File: src/rtl/issue_scoreboard.sv
// rtl/issue_scoreboard.sv - pending-destination scoreboard for the dual-issue stage (optional SCOREBOARD_WATCHDOG_EN)
module issue_scoreboard #(
    parameter int NREG = 32
`ifdef SCOREBOARD_WATCHDOG_EN
    ,
    parameter int AGE_W = 6
`endif
) (
    input  logic       clk,
    input  logic       rst,
    input  logic       flush,
    input  logic       stall,
    input  logic [4:0] q0_rj,
    input  logic [4:0] q0_rk,
    input  logic [4:0] q0_rd,
    input  logic       q0_rd_src,
    input  logic       q0_we,
    input  logic [4:0] q1_rj,
    input  logic [4:0] q1_rk,
    input  logic [4:0] q1_rd,
    input  logic       q1_rd_src,
    input  logic       q1_we,
    output logic       hazard0,
    output logic       hazard1,
    input  logic       iss0_go,
    input  logic [4:0] iss0_rd,
    input  logic       iss0_long,
    input  logic       iss1_go,
    input  logic [4:0] iss1_rd,
    input  logic       iss1_long,
    input  logic       wb0_valid,
    input  logic [4:0] wb0_rd,
    input  logic       wb1_valid,
    input  logic [4:0] wb1_rd,
    output logic [5:0] pend_cnt,
    output logic       wb_orphan,
    output logic       wd_timeout
);

    logic [NREG-1:0] pending;
    logic [NREG-1:0] set_mask;
    logic [NREG-1:0] clr_mask;
    logic [NREG-1:0] pend_nxt;
    logic            orphan_hit;
    logic [5:0]      cnt_nxt;

    always_comb begin
        set_mask = '0;
        clr_mask = '0;
        if (iss0_go && iss0_long && iss0_rd != 5'd0 && !stall) set_mask[iss0_rd] = 1'b1;
        if (iss1_go && iss1_long && iss1_rd != 5'd0 && !stall) set_mask[iss1_rd] = 1'b1;
        if (wb0_valid && wb0_rd != 5'd0) clr_mask[wb0_rd] = 1'b1;
        if (wb1_valid && wb1_rd != 5'd0) clr_mask[wb1_rd] = 1'b1;

        // set wins over clear so a same-cycle issue/writeback of one rd stays pending
        pend_nxt    = flush ? '0 : ((pending & ~clr_mask) | set_mask);
        pend_nxt[0] = 1'b0;

        orphan_hit = !flush &&
            ((wb0_valid && wb0_rd != 5'd0 && !pending[wb0_rd] && !set_mask[wb0_rd]) ||
             (wb1_valid && wb1_rd != 5'd0 && !pending[wb1_rd] && !set_mask[wb1_rd]));

        cnt_nxt = '0;
        for (int i = 1; i < NREG; i++) cnt_nxt = cnt_nxt + 6'(pend_nxt[i]);
    end

    assign hazard0 = pending[q0_rj] | pending[q0_rk] | ((q0_rd_src | q0_we) & pending[q0_rd]);
    assign hazard1 = pending[q1_rj] | pending[q1_rk] | ((q1_rd_src | q1_we) & pending[q1_rd]);

    always_ff @(posedge clk or posedge rst) begin
        if (rst) begin
            pending   <= '0;
            pend_cnt  <= '0;
            wb_orphan <= 1'b0;
        end else begin
            pending   <= pend_nxt;
            pend_cnt  <= cnt_nxt;
            wb_orphan <= wb_orphan | orphan_hit;
        end
    end

`ifdef SCOREBOARD_WATCHDOG_EN
    localparam logic [AGE_W-1:0] AGE_MAX = '1;

    logic [AGE_W-1:0] age     [NREG];
    logic [AGE_W-1:0] age_nxt [NREG];
    logic             wd_hit;

    // age only survives while the register stays pending; a fresh set restarts it
    always_comb begin
        wd_hit = 1'b0;
        for (int i = 0; i < NREG; i++) begin
            age_nxt[i] = '0;
            if (!flush && !set_mask[i] && pending[i] && !clr_mask[i])
                age_nxt[i] = (age[i] == AGE_MAX) ? AGE_MAX : age[i] + 1'b1;
            if (age_nxt[i] == AGE_MAX) wd_hit = 1'b1;
        end
    end

    always_ff @(posedge clk or posedge rst) begin
        if (rst) begin
            for (int i = 0; i < NREG; i++) age[i] <= '0;
            wd_timeout <= 1'b0;
        end else begin
            for (int i = 0; i < NREG; i++) age[i] <= age_nxt[i];
            wd_timeout <= !flush && (wd_timeout || wd_hit);
        end
    end
`else
    assign wd_timeout = 1'b0;
`endif

endmodule

File: config.mk
export PLATFORM = sky130hd
export DESIGN_NAME = issue_scoreboard
export DESIGN_NICKNAME = d
export VERILOG_FILES = /design/src/rtl/issue_scoreboard.sv
export SDC_FILE = /design/constraint.sdc
export NUM_CORES = 1
export LEC_CHECK = 0
export CORE_ASPECT_RATIO = 0.75
export CORE_UTILIZATION = 51
export CTS_BUF_LIST = sky130_fd_sc_hd__clkbuf_2 sky130_fd_sc_hd__clkbuf_4 sky130_fd_sc_hd__clkbuf_8
export DETAILED_ROUTE_END_ITERATION = 10
export PLACE_DENSITY = 0.74
export SYNTH_ARGS = -nofsm -noshare
export SYNTH_HDL_FRONTEND = slang
export SYNTH_SLANG_ARGS = --single-unit
File: constraint.sdc
create_clock -name clk -period 9.2 [get_ports clk]
set_input_delay 2.76 -clock clk [delete_from_list [all_inputs] [get_ports clk]]
set_output_delay 2.76 -clock clk [all_outputs]
set_load 0.01 [all_outputs]
==> Yosys cells after proc, flatten, opt, wreduce, memory -nomap -nowiden <==
Cells that the tools add are included.
{ "classes": {"n_addsub": 30, "n_bitwise": 14, "n_mul": 0, "reduce_logical": 28, "shift": 0, "eq_ne": 0, "order_cmp": 14, "n_mux": 33, "n_div": 0} }
{ "ops": {"columns": ["operator", "n"], "rows": [
  ["32-bit 2-to-1 mux", 5],
  ["6-bit by 1-bit adder with 6-bit output", 25],
  ["32-bit OR", 3],
  ["5-bit by 6-bit less-than comparator with 1-bit output, second input constant", 10],
  ["1-bit binary-select mux with 5-bit select", 10],
  ["32-bit AND", 1],
  ["32-bit NOT", 1],
  ["1-bit demux with 5-bit select", 4],
  ["5-bit by 1-bit >= comparator with 1-bit output, second input constant", 4],
  ["5-bit nonzero test", 4],
  ["1-bit logical AND", 17],
  ["1-bit 2-to-1 mux", 14],
  ["1-bit OR", 7],
  ["5-bit by 1-bit adder with 6-bit output", 1],
  ["1-bit zero test", 6],
  ["4-bit by 1-bit adder with 5-bit output", 1],
  ["3-bit by 1-bit adder with 4-bit output", 1],
  ["2-bit by 1-bit adder with 3-bit output", 1],
  ["1-bit by 1-bit adder with 2-bit output", 1],
  ["1-bit AND", 2],
  ["1-bit logical OR", 1]
]} }
{ "word_totals": {"mem_count": 0, "mem_bits_ro": 0, "register_bits": 38, "in_bits": 64, "latch_bits": 0, "wordCells": 122, "mem_bits_rw": 0} }

==> Logic depth before layout (Yosys ltp) <==
{ "logic_depth": {"word_depth": 41, "ltp_mapped": 24, "mapped_depth_nobuf": 22} }

==> Least setup slack after synthesis <==
No wires, ideal clock.
{ "synth_timing": {"path_type": "input to register", "from": "input wb0_rd[0]", "to": "register pend_cnt[4]", "required_time_ns": 9.120, "slack_ns": 0.963, "cell_stages": 23, "t_arrival_ns": 8.157, "path_cell_list": "buf_6 clkbuf_8 or3b_2 clkbuf_1 o21ai_0 a21oi_1 o21ai_0 fa_1 fa_1 inv_1 fa_1 inv_1 fa_1 fa_1 fa_1 inv_1 fa_1 inv_1 fa_1 inv_1 a21o_1 a21oi_1 xnor2_1"} }
{ "synth_via": {"elab_chain_len": 41} }
{ "synth_lines": {"columns": ["element", "line", "text"], "rows": [
  ["from (decl)", "32", "input logic [4:0] wb0_rd,"],
  ["5-bit by 6-bit less-than comparator with 1-bit output (not written as such) / 5-bit by 1-bit >= comparator with 1-bit output (equally long branches)", "52", "if (wb0_valid && wb0_rd != 5'd0) clr_mask[wb0_rd] = 1'b1;"],
  ["1-bit logical AND (not written as such)", "52", null],
  ["1-bit 2-to-1 mux (not written as such)", "52", null],
  ["1-bit demux with 5-bit select", "52", null],
  ["32-bit 2-to-1 mux (*)", "52", null],
  ["32-bit OR (no source line)", null, null],
  ["32-bit 2-to-1 mux (*)", "53", "if (wb1_valid && wb1_rd != 5'd0) clr_mask[wb1_rd] = 1'b1;"],
  ["32-bit NOT (*)", "56", "pend_nxt = flush ? '0 : ((pending & ~clr_mask) | set_mask);"],
  ["[... 3 more ...]", null, null],
  ["1-bit by 1-bit adder with 2-bit output", "64", "for (int i = 1; i < NREG; i++) cnt_nxt = cnt_nxt + 6'(pend_nxt[i]);"],
  ["2-bit by 1-bit adder with 3-bit output", "64", null],
  ["3-bit by 1-bit adder with 4-bit output", "64", null],
  ["4-bit by 1-bit adder with 5-bit output", "64", null],
  ["5-bit by 1-bit adder with 6-bit output", "64", null],
  ["6-bit by 1-bit adder with 6-bit output (24 in series)", "64", null],
  ["6-bit by 1-bit adder with 6-bit output (*)", "64", null],
  ["named net cnt_nxt[4]", "45", "logic [5:0] cnt_nxt;"],
  ["to (signal assigned)", "77", "pend_cnt <= cnt_nxt;"],
  ["to (decl)", "35", "output logic [5:0] pend_cnt,"]
]} }
The timed path passes the listed nets; every way through them passes the cells marked *.

==> Final worst setup path <==
{ "layout_timing": {"from": "input iss0_rd[2]", "to": "register pend_cnt[4]"} }
{ "layout_lines": {"columns": ["element", "line", "text"], "rows": [
  ["from (decl)", "26", "input logic [4:0] iss0_rd,"],
  ["5-bit by 6-bit less-than comparator with 1-bit output (not written as such) / 5-bit by 1-bit >= comparator with 1-bit output (equally long branches)", "50", "if (iss0_go && iss0_long && iss0_rd != 5'd0 && !stall) set_mask[iss0_rd] = 1'b1;"],
  ["1-bit logical AND (not written as such)", "50", null],
  ["1-bit 2-to-1 mux (not written as such)", "50", null],
  ["1-bit demux with 5-bit select", "50", null],
  ["32-bit 2-to-1 mux (*)", "50", null],
  ["32-bit OR (no source line)", null, null],
  ["32-bit 2-to-1 mux (*)", "51", "if (iss1_go && iss1_long && iss1_rd != 5'd0 && !stall) set_mask[iss1_rd] = 1'b1;"],
  ["32-bit OR (*)", "56", null],
  ["32-bit 2-to-1 mux (*)", "56", null],
  ["named net pend_nxt[24]", "43", "logic [NREG-1:0] pend_nxt;"],
  ["6-bit by 1-bit adder with 6-bit output (*) (8 in series)", "64", null],
  ["named net cnt_nxt[4]", "45", null]
]} }
Marked as above.

==> flow_summary.yaml <==
route:
  via_per_inst: 7.25
  drcViolationCount: 0
  first_pass_iters: 6
  wirelength_um: 23800
  ant_nets: 0
  wire_per_inst_um: 27.9
  drt-initial-drc-count: 970
  vias: 6195
clocking:
  cts-root-buf: "clkbuf_8"
  clk_pin_slew_ps: 90
  worstSkewPairLatency_ps: 300
  postCtsSetupBuffers: 0
  clk_path_buf_depth: 2
  ctsResizeCount: 0
  hold_buffers: 0
  cts_num_sinks: 38
  htreeDepth: 2
  cts_buffers: 5
  tritoncts: "yes"
worst_setup_path:
  reg2reg_depth: 19
  cp.arrival_ps: 9180
  cp-end-kind: "flip-flop"
  critPathKind: "in -> reg"
  start_kind: "input pin"
  required_ps: 9420
  worstPathMaxFanout: 15
power:
  p_leak_nw: 2.75
  p_per_area_mw_per_mm2: 68.3
  peakVddDrop_v: 0.0000891
timing:
  period_needed_ps: 8960
  fin_setup_tns_ps: 0
  grt_setup_unrepaired: "false"
  maxSlewViolCount: 0
  final-setup-viol-count: 0
  slew_headroom_pct: 54.8
  fmax_ghz: 0.112
  clock_skew_ps: 8.31
  tightestPinTransition_ps: 678
  min_period_over_period_pct: 97.4
  finalHoldViolCount: 0
  fin_ws_ps: 240
die:
  std_cell_rows: 34
  start_util_pct: 52.2
  die_y_um: 96.2
  die-area_sq_mm: 0.0123
  pin_count: 74
  core-area_sq_mm: 0.0116
  die_x_um: 128
yosys:
  async_reset_ff_share_pct: 100
  synth_ff_type: "dfrtp_1"
  netlist_instances: 622
  syn_area_sq_mm: 0.00603
  synth_area_per_cell_sq_um: 9.70
  ys_ff_latch: 38
  yosysTopAreaCellShare_pct: 24.6
  synth_edf_count: 0
  yosysUniqueCellTypes: 80
  synth_area_leaders: "mux4_2 25%, dfrtp_1 16%, fa_1 7.6%"
  synth_nets: 716
  synth_seq_area_share_pct: 15.8
  ys_warn_count: 0
  yosysTopAreaCell: "mux4_2"
status:
  status: "complete, no violations"
placed_design:
  io_buffers: 72
  hpwl_um: 18300
  pre_cts_slack_ps: 38.9
  place_area_sq_mm: 0.00696
  dp_cells: 847
  place.gp.congestion: 1.06
final_layout:
  n_fill_cell: 998
  drive_gt1_share_pct: 20.8
  diodes: 0
  design_area_sq_mm: 0.00707
  finalNonFillerCells: 855
  nNetsFinal: 786
  area_delta_synth_final_pct: 17.2
global_route:
  grt_pass1_vias: 5946
  antenna_found_initial: 0
  grt_max_degree: 39
  grt_pass1_wl_um: 35800
  overflow: 0
  track_usage_pct: 39.9
hold_path:
  min_path_cells: 2
  hp-class: "reg -> reg"
flow_run:
  maxCapViolations: 0
==> layer usage <==
| layer | up-vias | global-route usage [%] | routed length (um) |
|---|---|---|---|
| li1 | 2536 | - | - |
| met3 | 110 | 14.6 | 3910 |
| met1 | 2931 | 55.4 | 9180 |
| met4 | 0 | 14.7 | 1040 |
| met2 | 618 | 56.8 | 9690 |
| met5 | - | 0 | 0 |
==> where the power goes <==
part,total [mW],switching (mW),internal (mW)
clock network,0.150,0.0690,0.0808
registers,0.173,0.00437,0.169
logic,0.160,0.0867,0.0730
total,0.483,0.160,0.323
==> synth_stat cells (all sizes together) (11+ instances only) <==
library cell,number
a21oi,32
a22oi,29
buf,13
clkbuf,37
dfrtp,38
fa,23
inv,51
mux2i,14
mux4,68
nand2,78
nor2,40
nor3,12
o21ai,11
==> registers in the layout (all words and copies together), names as in the netlist <==
register	flops
pend_cnt	6
pending	31
wb_orphan	1
==> worst max-delay path: stages <==
cell             delay, ps
clkdlybuf4s50_1        670
or4bb_1                700
o22ai_1                490
inv_1                  100
a21oi_1                250
fa_1                   440
inv_1                  100
fa_1                   440
inv_1                   90
fa_1                   420
inv_1                   90
fa_1                   430
fa_1                   490
fa_1                   520
inv_1                   50
fa_1                   370
inv_1                   80
fa_1                   180
inv_1                   40
a21o_1                 160
a21oi_1                170
xnor2_1                130
==> cell usage in the layout, fill, tap and decap left out, types with 7 or more instances in the layout <==
cell             instances
a21oi_1                 32
a22oi_1                 29
a32oi_1                  7
buf_4                   41
clkdlybuf4s50_1         72
dfrtp_1                 38
fa_1                    23
ha_1                     7
inv_1                   51
mux2_2                   7
mux2i_1                 14
mux4_2                  66
nand2_1                 78
nand2b_1                 8
nand3_1                  8
nand4b_1                 7
nor2_1                  38
nor3_1                  12
o21ai_0                 11
o221ai_1                 7
==> final timing paths <==
check	start	end	slack [ps]
hold reg to reg	wb_orphan$_DFF_PP0_	wb_orphan$_DFF_PP0_	500
setup reg to reg	pending[2]$_DFF_PP0_	pend_cnt[4]$_DFF_PP0_	3500
hold / removal	wb_orphan$_DFF_PP0_	wb_orphan$_DFF_PP0_	500
min in group asynchronous	rst	pending[12]$_DFF_PP0_	2870
setup / recovery	iss0_rd[2]	pend_cnt[4]$_DFF_PP0_	240
max in group asynchronous	rst	pending[26]$_DFF_PP0_	5970
==> per-stage QoR <==
step	total power [mW]	util, %	hold WS [ps]
after floorplan	0.264	-	512
after global routing	0.500	61.1	519
after detailed placement	0.332	60.2	478
after CTS	0.479	61.1	503
after global placement	0.330	60.2	470
final	0.483	61.1	504
==> final cells by class <==
type                    instances  area [sq um]  share of cell area, %
clock inverters                 3          45.0                  0.637
multi-input cells             482          4580                   64.8
inverters                      52           195                   2.76
repair buffers                113          1030                   14.5
clock buffers                   5          68.8                  0.973
flip-flops and latches         38           951                   13.4
well taps                     162           203                   2.87
==> cell families after synthesis <==
logic type                 count (synthesis)  synth area share (%)
DFF                                       38                  15.8
muxes                                     89                  29.1
and+or+nand+nor                          213                  19.2
AOI/OAI and AO/OA                        146                  18.0
adders and majority gates                 30                  9.08
buffers and inverters                    102                  8.29
xor gates and xnor gates                   3                 0.435
other                                      1                0.0621
Note: power is estimated with default switching activity, not from simulation.
